## config.mk

```make
export PLATFORM = sky130hd
export DESIGN_NAME = seg_scan_ctrl
export DESIGN_NICKNAME = d
export VERILOG_FILES = /design/src/rtl/seg_pkg.sv /design/src/rtl/seg7_hex_decode.sv /design/src/rtl/seg_scan_ctrl.sv
export SDC_FILE = /design/constraint.sdc
export NUM_CORES = 1
export LEC_CHECK = 0
export BUFFER_PORTS_ARGS = -buffer_cell sky130_fd_sc_hd__buf_2
export CORE_AREA = 2 2 78 80
export DETAILED_ROUTE_END_ITERATION = 10
export DIE_AREA = 0 0 80 82
export PLACE_DENSITY = 0.74
export SYNTH_ARGS = -nofsm -noshare
export SYNTH_HDL_FRONTEND = slang
export SYNTH_SLANG_ARGS = --single-unit
export TNS_END_PERCENT = 20
```

## constraint.sdc

```tcl
create_clock -name clk -period 4.76 [get_ports clk]
set_input_delay 0.952 -clock clk [delete_from_list [all_inputs] [get_ports clk]]
set_output_delay 0.952 -clock clk [all_outputs]
set_load 0.005 [all_outputs]
```

## src/rtl/seg_pkg.sv

```systemverilog
// Shared types and constants for the multiplexed seven-segment scan controller.
package seg_pkg;

  typedef logic [6:0] seg_t;

  localparam seg_t SEG_OFF = 7'h7F;

  // Active-low g..a patterns for hex digits 0..F (lowercase b and d shapes).
  localparam seg_t HEX_SEG [16] = '{
    7'h40, 7'h79, 7'h24, 7'h30, 7'h19, 7'h12, 7'h02, 7'h78,
    7'h00, 7'h10, 7'h08, 7'h03, 7'h46, 7'h21, 7'h06, 7'h0E
  };

  typedef enum logic {
    ST_BLANK,
    ST_SHOW
  } scan_state_t;

endpackage

```

## src/rtl/seg7_hex_decode.sv

```systemverilog
// Combinational hex nibble to active-low seven-segment pattern.
module seg7_hex_decode
  import seg_pkg::*;
(
  input  logic [3:0] nibble,
  output seg_t       seg
);

  assign seg = HEX_SEG[nibble];

endmodule

```

## src/rtl/seg_scan_ctrl.sv

```systemverilog
// Time-multiplexed seven-segment driver with blanking slots, per-digit masking
// and a shadow register that only commits new values on frame boundaries.
module seg_scan_ctrl
  import seg_pkg::*;
#(
  parameter int NUM_DIGITS   = 4,
  parameter int REFRESH_DIV  = 50000,
  parameter int BLANK_CYCLES = 500
) (
  input  logic                    clk,
  input  logic                    rst,
  input  logic                    load_valid,
  input  logic [4*NUM_DIGITS-1:0] load_data,
  output logic                    load_ready,
  input  logic [NUM_DIGITS-1:0]   blank_mask,
  output logic [6:0]              seg,
  output logic [NUM_DIGITS-1:0]   an,
  output logic                    frame_tick
);

  localparam int CW = (REFRESH_DIV > 1) ? $clog2(REFRESH_DIV) : 1;
  localparam int IW = (NUM_DIGITS > 1) ? $clog2(NUM_DIGITS) : 1;

  localparam logic [CW-1:0] CNT_LAST  = CW'(REFRESH_DIV - 1);
  localparam logic [CW-1:0] CNT_SHOW  = CW'(BLANK_CYCLES - 1);
  localparam logic [IW-1:0] IDX_LAST  = IW'(NUM_DIGITS - 1);

  logic [CW-1:0]           cnt_reg;
  logic [IW-1:0]           idx_reg;
  scan_state_t             state_reg, state_next;
  logic [4*NUM_DIGITS-1:0] display_reg, shadow_reg;
  logic                    pending_reg;
  seg_t                    seg_reg, seg_next;
  logic [NUM_DIGITS-1:0]   an_reg, an_next;
  logic                    frame_tick_reg;

  logic                    cnt_wrap;
  logic                    frame_end;
  logic                    accept;
  logic [3:0]              nibbles [NUM_DIGITS];
  logic [NUM_DIGITS-1:0]   digit_an;
  seg_t                    dec_seg;

  assign cnt_wrap  = (cnt_reg == CNT_LAST);
  assign frame_end = cnt_wrap && (idx_reg == IDX_LAST);
  assign accept    = load_valid && !pending_reg;

  genvar gi;
  generate
    for (gi = 0; gi < NUM_DIGITS; gi++) begin : g_digit
      assign nibbles[gi]  = display_reg[4*gi +: 4];
      assign digit_an[gi] = (idx_reg != IW'(gi));
    end
  endgenerate

  seg7_hex_decode u_decode (
    .nibble (nibbles[idx_reg]),
    .seg    (dec_seg)
  );

  // Outputs are only recomputed when the scan state flips, so mask changes
  // land at the next SHOW entry rather than mid-slot.
  always_comb begin
    state_next = state_reg;
    seg_next   = seg_reg;
    an_next    = an_reg;
    case (state_reg)
      ST_BLANK: if (cnt_reg == CNT_SHOW) state_next = ST_SHOW;
      ST_SHOW:  if (cnt_wrap)            state_next = ST_BLANK;
      default:                           state_next = ST_BLANK;
    endcase
    if (state_next != state_reg) begin
      if (state_next == ST_SHOW && !blank_mask[idx_reg]) begin
        seg_next = dec_seg;
        an_next  = digit_an;
      end else begin
        seg_next = SEG_OFF;
        an_next  = '1;
      end
    end
  end

  always_ff @(posedge clk or posedge rst) begin
    if (rst) begin
      cnt_reg   <= '0;
      idx_reg   <= '0;
      state_reg <= ST_BLANK;
      seg_reg   <= SEG_OFF;
      an_reg    <= '1;
    end else begin
      state_reg <= state_next;
      seg_reg   <= seg_next;
      an_reg    <= an_next;
      if (cnt_wrap) begin
        cnt_reg <= '0;
        idx_reg <= (idx_reg == IDX_LAST) ? '0 : idx_reg + IW'(1);
      end else begin
        cnt_reg <= cnt_reg + CW'(1);
      end
    end
  end

  // A load accepted on the boundary edge itself only reaches the shadow,
  // so it waits a whole frame before being shown.
  always_ff @(posedge clk or posedge rst) begin
    if (rst) begin
      display_reg    <= '0;
      shadow_reg     <= '0;
      pending_reg    <= 1'b0;
      frame_tick_reg <= 1'b0;
    end else begin
      frame_tick_reg <= frame_end;
      if (frame_end && pending_reg) begin
        display_reg <= shadow_reg;
        pending_reg <= 1'b0;
      end
      if (accept) begin
        shadow_reg  <= load_data;
        pending_reg <= 1'b1;
      end
    end
  end

  assign load_ready = !pending_reg;
  assign seg        = seg_reg;
  assign an         = an_reg;
  assign frame_tick = frame_tick_reg;

endmodule

```

* Yosys cells after proc, flatten, opt, wreduce, memory -nomap -nowiden
Memories as Yosys holds them, arrays and structs flattened.
Index checks and enable logic that the tools add are counted.
** Storage, ports and cells
- Memory bits (read-only) :: 112
- Output and inout bits :: 13
- Memories kept :: 1
- Register bits :: 64
** Memory list
- (name not given) :: words 16, bits a word 7, read ports 1, clocked after memory_dff 0, wr ports 0, RTL line seg7_hex_decode.sv:9 : assign seg = HEX_SEG[nibble];
** Operators by class
- Reductions and logical operators :: 8
- Multiplexer cells :: 16
- Add/sub/neg operators :: 2
- Equal/unequal tests :: 7
- Bitwise logic cells :: 3
- $lt $le $gt $ge :: 3
** Operators with widths (count)
- $mux 7 :: 3
- $add 16x1->16 const B :: 1
- $eq 16x16->1 const B :: 1
- $eq 16x9->1 const B :: 1
- $mux 16 :: 1
- $mux 4 :: 3
- $bmux 4 s2 :: 1
- $ge 5x5->1 const B :: 1
- $mux 1 :: 5
- $not 4->5 :: 1
- $logic_and 1x1->1 :: 4
- $ne 2x2->1 const B :: 2
- $reduce_bool 2->1 :: 2
- $ge 3x3->1 const B :: 1
- $lt 2x3->1 const B :: 1
- $not 2->3 :: 1
- $add 2x1->2 const B :: 1
- $bmux 1 s2 :: 1
- $eq 2x2->1 const B :: 1
- $logic_not 1->1 :: 2
- $mux 2 :: 1
- $ne 2x1->1 const B :: 1
- $pmux 1 s2 :: 1
- $ne 1x1->1 :: 1
- $not 1->1 :: 1

* Depth between registers and ports, before layout
Gate-level depths: netlist of the first run.
- Word-level depth :: 9
- Mapped depth :: 8
- Mapped depth without buffers :: 7

* Modules after synthesis
Synthesis of the first run repeated with hierarchy kept, for this count alone.
** Unflattened totals
- Cell total of the unflattened synthesis :: 237
- Area total of the unflattened synthesis :: 3024.2 um2
** Modules (own cells, without submodules)
- seg_scan_ctrl :: seq. area each 1615.3 um2, area each 2755.1 um2, instances 1, cells an instance 204
- seg7_hex_decode :: seq. area each 0.0 um2, area each 269.0 um2, instances 1, cells an instance 33

* Worst setup path after synthesis of the first run
OpenSTA, ideal clock, no wires.
- Kind :: register to register
- From :: register idx_reg[0]
- To :: register seg_reg[0], in the netlist seg[0]
- Path buffers :: 1
- Cell stages (with the launch flop) :: 9
- Setup slack :: 2529 ps
- Period minus slack after synthesis :: 2231 ps
- Arrival time :: 2163 ps
- Setup time :: 68 ps
- Path through :: dfrtp_1 -> buf_6 -> mux4_2 -> inv_1 -> ha_1 -> inv_1 -> and3_1 -> or4_4 -> a2bb2oi_2
** Between the ends
- Cells in the longest elaborated chain, start to end :: 9
- Elaborated cells on any way between the ends :: 13
** Ends and longest elaborated chain
- start, declared :: RTL line seg_scan_ctrl.sv:29 : logic [IW-1:0] idx_reg;
- start signal, assigned :: RTL line seg_scan_ctrl.sv:96 : idx_reg <= (idx_reg == IDX_LAST) ? '0 : idx_reg + IW'(1);
- $not 2->3 (not written as such) :: RTL line seg_scan_ctrl.sv:57 : .nibble (nibbles[idx_reg]),
- $bmux 4 s2 :: RTL line seg_scan_ctrl.sv:57
- $mux 4 (not written as such) (2 in series) :: RTL line seg_scan_ctrl.sv:57
- $not 4->5 (not written as such) :: RTL line seg7_hex_decode.sv:9
- $mem_v2 16x7
- $mux 7 (not written as such) (2 in series) :: RTL line seg7_hex_decode.sv:9
- $mux 7 (*) :: RTL line seg_scan_ctrl.sv:73 : if (state_next == ST_SHOW && !blank_mask[idx_reg]) begin
- end signal, assigned :: RTL line seg_scan_ctrl.sv:92 : seg_reg <= seg_next;
- end, declared :: RTL line seg_scan_ctrl.sv:33 : seg_t seg_reg, seg_next;
Every way passes the cells marked *; elsewhere a longest branch is shown, timed or not. The select of a mux whose other input is x is not followed.
A chain may end at the register's enable or synchronous reset.

* Worst setup path after layout of the first run
Same ends and word-level chain as after synthesis.

==> results_dict.tcl, run 1 <==
set metrics [dict create \
    status "finished clean" \
    cp.required_ns 5.04 \
    reg2reg_slack_ns 2.27 \
    final.setup.tns_ns 0 \
    drv_cap 0 \
    hold_path_class "flip-flop to flip-flop" \
    grt_max_degree 65 \
    postCtsSetupRepairBufs 0 \
    setup_violations 0 \
    clock_latency_ns 0.34 \
    preCtsSetupSlack_ns 2.24 \
    layout_commonest_cell "dfrtp_1" \
    antenna_left 0 \
    synth-seq-cells 64 \
    finClkSkew_ns 0.00552 \
    grt_use_total_pct 17.9 \
    worstPathArrival_ns 2.76 \
    dp_hpwl_mm 3.66 \
    fp.dieW_um 80 \
    cts_resized 0 \
    whs_endpoint "cnt_reg[0]" \
    initial_core_util_pct 52.9 \
    viasPerCell 5.49 \
    post_dp_cell_area_um2 3270 \
    hold_violations 0 \
    power.leakage_nw 1.59 \
    antenna_found_initial 0 \
    cts_buffer_depth 2 \
    io_pins 36 \
    ctsHoldBuffers 0 \
    fin_ws_ns 2.27 \
    rr_endpoint "seg[0]" \
    multi_input_area_um2 1340 \
    gr-total-overflow 0 \
    dieArea_um2 6560 \
    share_comb_of_total_power_pct 3.1 \
    drt_iter0_drc 71 \
    mostFrequentLayoutCells "dfrtp_1, mux2_2, buf_2, ha_1, dfstp_2" \
    cts_buffers 9 \
    num-nets-final 306 \
    port_buffers 35 \
    fin_crit_ns 2.49 \
    start_kind "flip-flop" \
    synth_nets 268 \
    power.share.clock_pct 48.0 \
    n_antenna_cell 0 \
    switching_share_pct 20.5 \
    fmax_ghz 0.402 \
    cts_tree "done" \
    worstHoldStart "cnt_reg[0]" \
    p_int_mw 0.930 \
    area_growth_pct 15.6 \
    first_global_vias 1904 \
    fin_crit_sh_pct 52.3 \
    power_per_cell_area_nw_per_um2 333 \
    h-tree-depth 3 \
    ys_seq_area_share_pct 53.1 \
    ys_types 42 \
    timing.rr.start "idx_reg[0]" \
    drtPass1Iterations 4 \
    relSlewSlack_pct 48.0 \
    final_area_um2 3520 \
    place_congestion 0.822 \
    synthCells 234 \
    numClockSinks 64 \
    end_kind "flip-flop" \
    cts-root-buf "clkbuf_8" \
    syn_area_per_cell_um2 13.0 \
    fin_util_pct 61.2 \
    power_frac_seq_pct 48.8 \
    worstMarginPinSlew_ns 0.780 \
    total_power_mw 1.17 \
    yosys_warnings 0 \
    p_switching_mw 0.239 \
    grt_pass1_wl_mm 8.93 \
    post_drt_wl_per_cell_um 14.8 \
    vias 1933 \
    core-area_um2 5750 \
    regArea_um2 1620 \
    criticalPathCategory "flip-flop to flip-flop" \
    r2r_cells 7 \
    min_path_cells 1 \
    finalMaxSlewViolations 0 \
    die_y_um 82 \
    cts.clk_slew.worst_paths_ns 0.07 \
    drc 0 \
    rows 28 \
    cp_max_fo 10 \
    layout-drive-gt1-share_pct 40.4 \
    rsz0062_at_grt "false" \
    nFillCells 491 \
    wl_mm 5.22 \
    ir_drop_mv 0.249 \
    syn_area_um2 3040 \
]
[metal layers]
| layer | vias to the layer above | part of all wire [%] | track usage [%] |
|---|---|---|---|
| met5 | - | 0 | 0 |
| met3 | 9 | 4.2 | 3.63 |
| met1 | 960 | 46 | 24.7 |
| li1 | 926 | - | - |
| met2 | 38 | 48 | 27.6 |
| met4 | 0 | 1.7 | 7.63 |
[per-stage QoR]
step | instances | hold slack, ns
after floorplan | 234 | 0.448
after global placement | 336 | 0.465
after detailed placement | 336 | 0.486
after CTS | 352 | 0.496
after global routing | 352 | 0.512
final | 352 | 0.498
[layout make-up]
cell class | count | share of cell area (%)
flip-flops and latches | 64 | 45.9
multi-input cells | 151 | 38.1
repair buffers | 37 | 5.41
clock buffers | 9 | 3.52
clock inverters | 7 | 3.42
well taps | 75 | 2.67
inverters | 9 | 0.961
[cells in the mapped netlist (all sizes together)]
library cell	count	area, µm²
and3	2	12.5
clkbuf	4	15.0
mux2	37	417
nor4	2	18.8
or3	2	12.5
nor4b	1	8.76
o21ai	6	30.0
and2	2	12.5
a21oi	5	25.0
nor2b	3	18.8
a22o	1	8.76
nor2	10	37.5
dfstp	11	289
a221oi	2	17.5
and4b	1	10.0
a2bb2oi	9	85.1
mux2i	3	30.0
o21a	1	7.51
or4	1	11.3
and4	4	35.0
ha	11	138
dfrtp	53	1330
nand4	5	31.3
o22ai	1	6.26
xor2	6	52.6
nor3	4	25.0
a2111oi	1	8.76
nand2	9	33.8
mux4	5	113
nand3	7	47.6
nor4bb	1	10.0
buf	6	38.8
xnor2	6	52.6
nand3b	1	7.51
nor3b	2	15.0
inv	9	33.8
[power by group through the flow]
stage / Sequential (mW) / Combinational [mW] / Clock [mW]
after floorplan: 0.577 / 0.0243 / 0
final: 0.571 / 0.0366 / 0.562
after CTS: 0.571 / 0.0382 / 0.574
after detailed placement: 0.581 / 0.0380 / 0
after global placement: 0.580 / 0.0367 / 0
after global routing: 0.573 / 0.0426 / 0.602
[worst max-delay path, cell delays in order (launching register included)]
cell	delay [ns]
dfrtp_1	0.61
mux4_2	0.62
inv_1	0.16
ha_1	0.22
inv_1	0.07
and3_1	0.15
or4_4	0.47
a2bb2oi_2	0.12
[logic make-up (layout without fill, tap and decap cells)]
kind of cell               Yosys count  in the layout  share of synthesized area [%]
buffers and inverters               19             62                           2.88
xor gates and xnor gates            12             12                           3.46
AOI/OAI and AO/OA                   26             26                           6.21
DFF                                 64             64                           53.1
and+or+nand+nor                     57             57                           11.4
muxes                               45             45                           18.4
adders and majority gates           11             11                           4.52
[worst max path at each step]
stage	depth (start not counted)	start	end	slack (ns)
after floorplan	1	rst	cnt_reg[0]	2.23
after global placement	7	idx_reg[0]	seg[0]	2.33
after detailed placement	7	idx_reg[0]	seg[0]	2.24
after CTS	7	idx_reg[0]	seg[0]	2.23
after global routing	7	idx_reg[0]	seg[0]	2.07
final	7	idx_reg[0]	seg[0]	2.27
Power figures use the tool's default switching activity.
==> run 2, diff against run 1 <==
--- a/config.mk
+++ b/config.mk
@@ -6,9 +6,9 @@
 export NUM_CORES = 1
 export LEC_CHECK = 0
 export BUFFER_PORTS_ARGS = -buffer_cell sky130_fd_sc_hd__buf_2
-export CORE_AREA = 2 2 78 80
+export CORE_AREA = 2 2 80 82
 export DETAILED_ROUTE_END_ITERATION = 10
-export DIE_AREA = 0 0 80 82
+export DIE_AREA = 0 0 82 84
 export PLACE_DENSITY = 0.74
 export SYNTH_ARGS = -nofsm -noshare
 export SYNTH_HDL_FRONTEND = slang
==> constraint.sdc (replaced) <==
create_clock -name clk -period 2.25 [get_ports clk]
set_input_delay 0.45 -clock clk [delete_from_list [all_inputs] [get_ports clk]]
set_output_delay 0.45 -clock clk [all_outputs]
set_load 0.005 [all_outputs]
==> run 2 against run 1 <==
Critical path depth shrank 2. Cell area grew 1.8%. Hold slack lost 0.37 ns. Count of clock-buffer cells in the layout is the same. Via count grew 3.8%. Sequential share of layout area shrank 0.78 points. Critical path type unchanged.
==> results_dict.tcl, run 2 (same netlist as run 1, synthesis figures left out) <==
set metrics [dict create \
    fmax_ghz 0.471 \
    n_antenna_cell 0 \
    antenna_found_initial 0 \
    core-area_um2 6100 \
    post_drt_wl_per_cell_um 15.8 \
    worstPathArrival_ns 2.40 \
    ir_drop_mv 0.501 \
    vias 2006 \
    cts_buffers 9 \
    hold_ws_ns 0.127 \
    io_pins 36 \
    place_congestion 0.873 \
    drv_cap 0 \
    cts_buffer_depth 2 \
    slowest_stage "mux4_2" \
    critPathTopFamily "simple AND/OR/NAND/NOR gates" \
    hold_violations 0 \
    dp_hpwl_mm 4.16 \
    finalMaxSlewViolations 0 \
    critical_path.n_buffers_inverters 1 \
    final_area_um2 3580 \
    grt_use_total_pct 18.7 \
    post_dp_cell_area_um2 3350 \
    num-nets-final 315 \
    fin_crit_sh_pct 94.3 \
    final.setup.tns_ns 0 \
    h-tree-depth 3 \
    grt_pass1_wl_mm 9.64 \
    hold_path_class "primary input to asynchronous set/reset pin" \
    criticalPathCategory "flip-flop to flip-flop" \
    fin_crit_ns 2.12 \
    postCtsSetupRepairBufs 0 \
    finClkSkew_ns 0.00875 \
    cts.clk_slew.worst_paths_ns 0.07 \
    start_kind "flip-flop" \
    status "finished clean" \
    worstMarginPinSlew_ns 0.475 \
    power_per_cell_area_nw_per_um2 663 \
    rows 29 \
    drc 0 \
    crit_path_max_incr_delay_ns 0.62 \
    die_y_um 84 \
    cp_cell_sequence "buf_4, mux4_2, and3_1, or4_4, a2bb2oi_2" \
    fin_util_pct 58.7 \
    layout-drive-gt1-share_pct 44.1 \
    relSlewSlack_pct 68.3 \
    layout_commonest_cell "dfrtp_1" \
    grt_max_degree 45 \
    fp.dieW_um 82 \
    clock_latency_ns 0.34 \
    drt_iter0_drc 110 \
    dieArea_um2 6890 \
    numClockSinks 64 \
    wl_mm 5.72 \
    initial_core_util_pct 49.9 \
    viasPerCell 5.53 \
    gr-total-overflow 0 \
    port_buffers 35 \
    first_global_vias 2043 \
    cts_tree "done" \
    ctsHoldBuffers 0 \
    mostFrequentLayoutCells "dfrtp_1, mux2_2, buf_2, dfstp_2" \
    setup_violations 0 \
    end_kind "flip-flop" \
    cp_max_fo 10 \
    rsz0062_at_grt "false" \
    area_growth_pct 17.7 \
    power.leakage_nw 1.63 \
    antenna_left 0 \
    cts-root-buf "clkbuf_8" \
    drtPass1Iterations 4 \
    cp.required_ns 2.53 \
]
-- run 2: changes by cell type in the layout (fill, tap and decap cells not counted), sizes merged --
cell and delta:
buf +9, bufinv -1, inv +1
-- run 2: area by class of cell --
class	instances	area [µm²]
fill	502	2520
sequential	64	1620
multi-input combinational	151	1340
timing repair buffer	46	270
clock buffer	9	124
tap	77	96.3
clock inverter	7	95.1
inverter	9	33.8
-- run 2: worst reg2reg max path: cells and delay by family (launching register included) --
kind	cells	cell delay (ns)
mux	1	0.62
compound gates	1	0.12
buf+inv	1	0.17
flops	1	0.43
simple gates	2	0.71
-- run 2: repair_timing --
| action | CTS | global route |
|---|---|---|
| endpoints found under the hold margin | 0 | 0 |
| gates resized for setup | 0 | 5 |
| setup endpoints to repair | 0 | 5 |
-- run 2: where the power goes --
group          internal (mW)  switching [mW]  leakage [nW]
Clock                  0.625           0.458         0.110
Combinational         0.0452          0.0366         0.714
Sequential              1.19          0.0192         0.802
-- run 2: path summary, 6_finish.rpt --
path | cells after the start | start | to | slack [ns]
hold reg to reg | 1 | cnt_reg[0] | cnt_reg[0] | 0.49
min in group clk | 2 | load_data[0] | shadow_reg[0] | 0.34
hold / removal | 2 | rst | shadow_reg[13] | 0.13
setup reg to reg | 5 | idx_reg[0] | seg[0] | 0.13
setup / recovery | 5 | idx_reg[0] | seg[0] | 0.13
max in group asynchronous | 3 | rst | an[1] | 1.49
-- run 2: metal layers --
metal  share of wire, %  wire [µm]  vias up  track usage [%]
met1                 46       2620     1012             24.7
met2                 49       2820       37             28.1
met5                  0          0        -                0
met4                1.7         95        0             8.18
met3                3.3        188        9             5.84
li1                   -          -      948                -
-- run 2: stage by stage --
stage               cells  power [mW]  setup slack, ns
floorplan             234        1.27           0.0193
global placement      347        1.31            0.101
detailed placement    347        1.32           0.0225
CTS                   363        2.40           0.0121
global route          363        2.48           0.0202
finish                363        2.37            0.128
==> run 3, diff against run 2 <==
--- a/config.mk
+++ b/config.mk
@@ -6,10 +6,9 @@
 export NUM_CORES = 1
 export LEC_CHECK = 0
 export BUFFER_PORTS_ARGS = -buffer_cell sky130_fd_sc_hd__buf_2
-export CORE_AREA = 2 2 80 82
+export CORE_AREA = 2 2 114 116
 export DETAILED_ROUTE_END_ITERATION = 10
-export DIE_AREA = 0 0 82 84
-export PLACE_DENSITY = 0.74
+export DIE_AREA = 0 0 116 118
 export SYNTH_ARGS = -nofsm -noshare
 export SYNTH_HDL_FRONTEND = slang
 export SYNTH_SLANG_ARGS = --single-unit
==> run 3 against run 2 <==
Setup slack got worse by 0.031 ns. Via count decreased by 0.95%. Routed wire length rose by 6.5%. First-iteration DRC count fell by 25%. Total power up 11%. Fmax fell by 1.4%. Sequential share of layout area shrank 2.4 points. Critical endpoint unchanged.
==> results_dict.tcl, run 3 (same netlist as run 1, synthesis figures left out) <==
set metrics [dict create \
    critical_path.n_buffers_inverters 2 \
    drv_cap 0 \
    core-area_um2 12400 \
    wl_mm 6.10 \
    first_global_vias 2150 \
    io_pins 36 \
    grt_pass1_wl_mm 10.7 \
    hold_path_class "primary input to asynchronous set/reset pin" \
    total_power_mw 2.63 \
    numClockSinks 64 \
    drtPass1Iterations 4 \
    area_growth_pct 24.2 \
    dp_hpwl_mm 4.57 \
    antenna_left 0 \
    reg2reg_slack_ns 0.1 \
    clock_latency_ns 0.33 \
    critPathTopFamily "simple AND/OR/NAND/NOR gates" \
    cts.clk_slew.worst_paths_ns 0.05 \
    h-tree-depth 3 \
    grt_use_total_pct 9.79 \
    fin_ws_ns 0.0971 \
    worstPathArrival_ns 2.41 \
    rsz0062_at_grt "false" \
    num-nets-final 317 \
    setup_violations 0 \
    mostFrequentLayoutCells "dfrtp_1, mux2_2, buf_2, buf_4, dfstp_2" \
    grt_max_degree 41 \
    cts_buffer_depth 2 \
    final_area_um2 3780 \
    place_congestion 0.826 \
    slowest_stage "mux4_2" \
    hold_ws_ns 0.180 \
    fmax_ghz 0.464 \
    crit_path_max_incr_delay_ns 0.57 \
    power.leakage_nw 1.66 \
    ir_drop_mv 0.431 \
    finClkSkew_ns 0.00573 \
    finalMaxSlewViolations 0 \
    fp.dieW_um 116 \
    die_y_um 118 \
    relSlewSlack_pct 61.7 \
    rows 41 \
    post_dp_cell_area_um2 3490 \
    vias 1987 \
    ctsHoldBuffers 0 \
    status "finished clean" \
    fin_util_pct 30.4 \
    cts_tree "done" \
    layout-drive-gt1-share_pct 42.5 \
    drt_iter0_drc 83 \
    post_drt_wl_per_cell_um 13.3 \
    cpMostUsedCell "inv_1" \
    place_inst 444 \
    n_antenna_cell 0 \
    fin_crit_sh_pct 95.7 \
    start_kind "flip-flop" \
    viasPerCell 4.33 \
    worstMarginPinSlew_ns 0.574 \
    end_kind "flip-flop" \
    cts-root-buf "clkbuf_16" \
    fin_crit_ns 2.15 \
    layout_commonest_cell "dfrtp_1" \
    layout.cells.non_filler 459 \
    cts_buffers 9 \
    preCtsSetupSlack_ns 0.0801 \
    port_buffers 35 \
    postCtsSetupRepairBufs 0 \
    cp_max_fo 4 \
    antenna_found_initial 0 \
    cp.required_ns 2.51 \
    gr-total-overflow 0 \
    hold_violations 0 \
    criticalPathCategory "flip-flop to flip-flop" \
    power_per_cell_area_nw_per_um2 696 \
    final.setup.tns_ns 0 \
    drc 0 \
    cts_resized 0 \
    cp_cell_sequence "mux4_2, inv_1, ha_2, inv_1, and3_1, or4_4, a2bb2oi_2" \
    dieArea_um2 13700 \
    initial_core_util_pct 24.5 \
]
==> run 3: layout make-up <==
cell class,count,area [µm²]
clock inverter,5,58.8
tap,172,215
timing repair buffer,48,285
fill,1302,8640
multi-input combinational,151,1340
inverter,9,33.8
clock buffer,10,229
sequential,64,1620
==> run 3: layer usage <==
metal,vias up,track usage (%),part of all wire (%)
li1,950,-,-
met1,990,12.9,48
met2,36,14.9,46
met3,11,3.45,5.0
met4,0,3.13,1.5
met5,-,0,0
==> run 3: power breakdown <==
part / internal, mW / leakage (nW) / switching [mW] / total (mW)
Combinational: 0.0451 / 0.723 / 0.0362 / 0.0813
Sequential: 1.19 / 0.804 / 0.0198 / 1.21
Clock: 0.850 / 0.135 / 0.489 / 1.34
==> run 3: final timing paths <==
kind                             from        endpoint  cells past startpoint
setup / recovery           idx_reg[0]          seg[0]                      7
hold reg to reg            cnt_reg[0]      cnt_reg[0]                      1
min in group clk           load_valid     pending_reg                      2
hold / removal                    rst  shadow_reg[10]                      2
setup reg to reg           idx_reg[0]          seg[0]                      7
max in group asynchronous         rst           an[0]                      3
==> run 3: worst reg2reg max path, stage by stage (launching register included) <==
cell       delay (ns)
dfrtp_1          0.40
mux4_2           0.57
inv_1            0.11
ha_2             0.20
inv_1            0.06
and3_1           0.15
or4_4            0.47
a2bb2oi_2        0.12
